$ cat src/rtl/coin_detector.sv
// rtl/coin_detector.sv - coin chute front end: input conditioning, width classification, hand-off and gates

// Two-flop synchroniser followed by a stable-sample debouncer
module coin_detector_debounce #(
    parameter int DB_CYCLES = 4
) (
    input  logic clk,
    input  logic rst,
    input  logic raw,
    output logic filt
);
    localparam int CW = $clog2(DB_CYCLES + 1);

    logic          s1_q, s1_d;
    logic          s2_q, s2_d;
    logic          samp_q, samp_d;
    logic          filt_q, filt_d;
    logic [CW-1:0] cnt_q, cnt_d;

    // Synchronise, then count consecutive equal samples; the filtered level
    // follows only once the sample has been stable for DB_CYCLES samples.
    always_comb begin
        s1_d   = raw;
        s2_d   = s1_q;
        samp_d = samp_q;
        cnt_d  = cnt_q;
        filt_d = filt_q;
        if (s2_q != samp_q) begin
            samp_d = s2_q;
            cnt_d  = '0;
        end else begin
            if (cnt_q != CW'(DB_CYCLES)) begin
                cnt_d = cnt_q + 1'b1;
            end
            if (cnt_q >= CW'(DB_CYCLES - 1)) begin
                filt_d = samp_q;
            end
        end
    end

    // Conditioning state register
    always_ff @(posedge clk) begin
        if (rst) begin
            s1_q   <= 1'b0;
            s2_q   <= 1'b0;
            samp_q <= 1'b0;
            cnt_q  <= '0;
            filt_q <= 1'b0;
        end else begin
            s1_q   <= s1_d;
            s2_q   <= s2_d;
            samp_q <= samp_d;
            cnt_q  <= cnt_d;
            filt_q <= filt_d;
        end
    end

    assign filt = filt_q;
endmodule

module coin_detector #(
    parameter int DB_CYCLES   = 4,
    parameter int W_5         = 100,
    parameter int W_10        = 150,
    parameter int W_25        = 200,
    parameter int W_100       = 300,
    parameter int W_200       = 400,
    parameter int TOL         = 20,
    parameter int JAM_CYCLES  = 2000,
    parameter int GATE_CYCLES = 50
) (
    input  logic       clk,
    input  logic       rst,
    input  logic       en,
    input  logic       coin_reject,
    input  logic       eat_coins,
    input  logic       coin_sensor,
    input  logic       return_btn,
    output logic       coin_insert,
    output logic [2:0] coin_type,
    output logic       return_coin,
    output logic       vault_gate,
    output logic       reject_gate,
    output logic       busy,
    output logic       jam
);
    localparam int          GW     = $clog2(GATE_CYCLES + 1);
    localparam logic [11:0] W_SAT  = 12'hFFF;

    logic          sens_f, btn_f;
    logic          sens_prev_q, sens_prev_d;
    logic          btn_prev_q, btn_prev_d;
    logic [11:0]   width_q, width_d;
    logic          jam_q, jam_d;
    logic          coin_q, coin_d;
    logic [2:0]    type_q, type_d;
    logic          ret_q, ret_d;
    logic [GW-1:0] vault_q, vault_d;
    logic [GW-1:0] reject_q, reject_d;
    logic          sens_rise, sens_fall, btn_rise;

    coin_detector_debounce #(.DB_CYCLES(DB_CYCLES)) u_sens_db (
        .clk  (clk),
        .rst  (rst),
        .raw  (coin_sensor),
        .filt (sens_f)
    );

    coin_detector_debounce #(.DB_CYCLES(DB_CYCLES)) u_btn_db (
        .clk  (clk),
        .rst  (rst),
        .raw  (return_btn),
        .filt (btn_f)
    );

    function automatic logic in_band(input int w, input int nom);
        return (w >= nom - TOL) && (w <= nom + TOL);
    endfunction

    // First matching denomination wins; anything else is presented as invalid
    function automatic logic [2:0] classify(input logic [11:0] width);
        int w;
        w = int'(width);
        if (in_band(w, W_5))        return 3'b001;
        else if (in_band(w, W_10))  return 3'b010;
        else if (in_band(w, W_25))  return 3'b011;
        else if (in_band(w, W_100)) return 3'b100;
        else if (in_band(w, W_200)) return 3'b101;
        else                        return 3'b000;
    endfunction

    assign sens_rise = sens_f & ~sens_prev_q;
    assign sens_fall = ~sens_f & sens_prev_q;
    assign btn_rise  = btn_f & ~btn_prev_q;

    // Width measurement, jam detection, pending flags and gate timers
    always_comb begin
        sens_prev_d = sens_f;
        btn_prev_d  = btn_f;
        width_d     = width_q;
        jam_d       = jam_q;
        coin_d      = coin_q;
        type_d      = type_q;
        ret_d       = ret_q;
        vault_d     = vault_q;
        reject_d    = reject_q;

        // The rise cycle is itself the first high cycle, so the count restarts at 1
        if (sens_rise) begin
            width_d = 12'd1;
        end else if (sens_f && width_q != W_SAT) begin
            width_d = width_q + 12'd1;
        end

        if (sens_f && width_d == 12'(JAM_CYCLES)) begin
            jam_d = 1'b1;
        end

        // A return request outranks a coin, matching the casher's own order
        if (en && ret_q) begin
            ret_d = 1'b0;
        end else if (en && coin_q) begin
            coin_d = 1'b0;
            type_d = 3'b000;
        end

        // A coin consumed on this edge frees the slot for a coin finishing now
        if (sens_fall && !jam_q && !coin_d) begin
            coin_d = 1'b1;
            type_d = classify(width_q);
        end

        if (btn_rise && !ret_q) begin
            ret_d = 1'b1;
        end

        if (eat_coins) begin
            vault_d = GW'(GATE_CYCLES);
        end else if (vault_q != '0) begin
            vault_d = vault_q - 1'b1;
        end

        if (coin_reject && !eat_coins) begin
            reject_d = GW'(GATE_CYCLES);
        end else if (reject_q != '0) begin
            reject_d = reject_q - 1'b1;
        end
    end

    // Main state register
    always_ff @(posedge clk) begin
        if (rst) begin
            sens_prev_q <= 1'b0;
            btn_prev_q  <= 1'b0;
            width_q     <= '0;
            jam_q       <= 1'b0;
            coin_q      <= 1'b0;
            type_q      <= 3'b000;
            ret_q       <= 1'b0;
            vault_q     <= '0;
            reject_q    <= '0;
        end else begin
            sens_prev_q <= sens_prev_d;
            btn_prev_q  <= btn_prev_d;
            width_q     <= width_d;
            jam_q       <= jam_d;
            coin_q      <= coin_d;
            type_q      <= type_d;
            ret_q       <= ret_d;
            vault_q     <= vault_d;
            reject_q    <= reject_d;
        end
    end

    assign coin_insert = coin_q;
    assign coin_type   = type_q;
    assign return_coin = ret_q;
    assign vault_gate  = (vault_q != '0);
    assign reject_gate = (reject_q != '0);
    assign busy        = coin_q;
    assign jam         = jam_q;
endmodule

$ cat config.mk
export PLATFORM = sky130hd
export DESIGN_NAME = coin_detector
export DESIGN_NICKNAME = d
export VERILOG_FILES = /design/src/rtl/coin_detector.sv
export SDC_FILE = /design/constraint.sdc
export NUM_CORES = 1
export LEC_CHECK = 0
export ABC_AREA = 1
export BUFFER_PORTS_ARGS = -buffer_cell sky130_fd_sc_hd__buf_2
export CAP_MARGIN = 0
export CORE_ASPECT_RATIO = 1.4
export CORE_UTILIZATION = 50
export DETAILED_ROUTE_END_ITERATION = 10
export PLACE_DENSITY = 0.71
export REMOVE_ABC_BUFFERS = 1
export SLEW_MARGIN = 20
export SYNTH_ARGS = -nofsm -noshare
export SYNTH_HDL_FRONTEND = slang
export SYNTH_SLANG_ARGS = --single-unit
$ cat constraint.sdc
create_clock -name clk -period 5.6 [get_ports clk]
set_clock_uncertainty 0.15 [all_clocks]
set_input_delay 0.56 -clock clk [delete_from_list [all_inputs] [get_ports clk]]
set_output_delay 0.56 -clock clk [all_outputs]
set_load 0.05 [all_outputs]
==> results.yml <==
route:
  drc: 0
  num_vias: 2296
  dr.pass1.iters: 4
  final_antenna_net_count: 0
  wl_per_cell_um: 11.8
  first_iter_violations: 113
  via_per_inst: 5.19
  drt-total-wl_mm: 5.19
layout:
  antenna_cells: 0
  multi_input_area_mm2: 0.00131
  syn2layout_area_growth_pct: 9.70
  seq_area_um2: 921
  drive_above_1_share: 0.0974
  fillerInstances: 502
  nets: 396
  utilization: 0.585
  layoutNonFillerInstCount: 442
clocking:
  cts.sinks: 46
  clockBufferDepth: 2
  clk_latency_ns: 0.30
  cts_tree: "built"
  cts_hold_buf: 0
  cts_setup_buffers: 0
  htreeDepth: 2
  clk_pin_slew_worst_paths_ns: 0.08
  root_buffer: "clkbuf_8"
  cts_buffers: 5
  ctsResizeCount: 0
logic_synthesis:
  synth_area_mm2: 0.00248
  syn_area_per_cell_um2: 6.78
  yosys_warnings: 0
  yosys.area.top_type: "dfxtp_1"
  synth_seq_cells: 46
  yosysTopAreaCellShare: 0.372
  syn_inst: 365
  ys_types: 33
  ys_seq_area_frac: 0.372
  async_flop_share: 0
  synth_edf_count: 0
  synth_ff_type: "dfxtp_1"
  synthTopCellsByArea: "dfxtp_1, nand2_1, nor2_1, inv_1, nand3_1"
hold_path:
  hold_class: "flop to flop"
  whs_path_depth: 2
floorplanning:
  row_count: 29
  start_util: 0.533
  pin_count: 16
  die_area_mm2: 0.00524
  coreArea_mm2: 0.00464
  die_h_um: 85.3
  die_w_um: 61.5
critical_path:
  cp_max_fo: 6
  critical_path.endpoint_type: "primary output"
  crit_type: "flop to primary output"
  cp.required_ns: 4.89
  r2r_cells: 13
  rrSetupSlack_ns: 3.50
  worstSetupStartpointType: "flop"
  arrival_ns: 1.55
timing:
  tns_ns: 0
  fmax_mhz: 442
  relSlewSlack: 0.606
  slew_viol_final: 0
  finalCriticalPeriod_ns: 2.26
  rsz0062_at_grt: "no"
  worst_pin_slew_ns: 0.591
  hold_viol: 0
  fin_crit_sh: 0.404
  setup_viol: 0
global_route:
  antenna_found_initial: 0
  grt_pass1_vias: 2088
  overflow: 0
  grt_max_degree: 32
  grt_pass1_wl_mm: 8.76
  grtUsageTotal: 0.223
power_and_ir_drop:
  vdd.ir_drop.worst_mv: 0.263
  leakage_nw: 1.21
  power_per_cell_area_mw_per_mm2: 341
  p_total_uw: 925
place:
  io_buffers: 15
  gp_congestion: 0.969
  hpwl_mm: 3.93
  dp_cells: 434
job:
  maxCapViolCount: 0
run_status:
  status: "finished clean"
[where the power goes]
group / internal, mW / switching, mW
Sequential: 0.367 / 0.0301
Clock: 0.179 / 0.113
Combinational: 0.0805 / 0.157
Total: 0.626 / 0.299
[per-layer routing]
layer,vias to the layer above,routed length [µm],global-route usage
li1,1196,-,-
met1,1042,2150,0.236
met2,43,2730,0.411
met3,15,133,0.0396
met4,0,180,0.0970
met5,-,0,0
[kinds of logic (layout without fill, tap and decap cells)]
kind of cell,after synthesis,in the layout,share of synthesized area
buffers and inverters,61,76,0.101
AOI/OAI and AO/OA,55,55,0.121
DFF,46,46,0.372
and+or+nand+nor,187,187,0.335
xor gates and xnor gates,6,6,0.0212
adders and majority gates,10,10,0.0505
[synth_stat cells (4+ instances only)]
cell type  count
nand2_1       74
nor2_1        56
inv_1         52
dfxtp_1       46
nand3_1       26
a21oi_1       24
o21ai_0       21
ha_1          10
nor3_1        10
nand4_1        6
a31oi_1        4
xnor2_1        4
[worst max-delay path, stage by stage (launching register included)]
cell and delay [ns]:
dfxtp_1 0.35, inv_1 0.06, ha_1 0.21, nand2_1 0.12
nor2_1 0.06, nand2_1 0.15, buf_2 0.30
[cell usage in the layout, fill, tap and decap left out, types with 5 or more instances in the layout]
master    instances
nand2_1          74
nor2_1           56
inv_1            52
dfxtp_1          46
nand3_1          26
a21oi_1          24
o21ai_0          21
buf_2            15
nor3_1           10
ha_1             10
nand4_1           6
clkbuf_8          5
[final timing paths]
check | startpoint | endpoint
worst max register to register | width_q[1] | jam
worst min-delay path | u_sens_db.s1_q | u_sens_db.s2_q
worst min register to register | u_sens_db.s1_q | u_sens_db.s2_q
worst max-delay path | vault_q[0] | vault_gate
[layout make-up]
type                            count  share of cell area
Clock buffer                        5              0.0253
Clock inverter                      3              0.0253
Inverter                           53              0.0732
Sequential cell                    46               0.339
Tap cell                           62              0.0286
Timing Repair Buffer               15              0.0276
Multi-Input combinational cell    258               0.481
[metrics by stage]
step	hold slack (ns)	cell area, µm²	setup slack [ns]
after CTS	0.256	2720	3.33
after detailed placement	0.244	2580	3.55
after global placement	0.240	2580	3.58
final	0.255	2720	3.34
after floorplan	0.238	2430	3.75
after global routing	0.282	2720	3.19
[state kept, by name, summed over array words and instances, names as in the netlist]
signal	flops
width_q	12
jam	1
btn_prev_q	1
sens_prev_q	1
u_sens_db.s1_q	1
u_sens_db.s2_q	1
coin_type	3
u_btn_db.filt	1
busy	1
u_sens_db.samp_q	1
u_sens_db.filt	1
return_coin	1
reject_q	6
u_btn_db.s2_q	1
vault_q	6
u_btn_db.cnt_q	3
u_sens_db.cnt_q	3
u_btn_db.samp_q	1
u_btn_db.s1_q	1
Power figures use the tool's default switching activity.
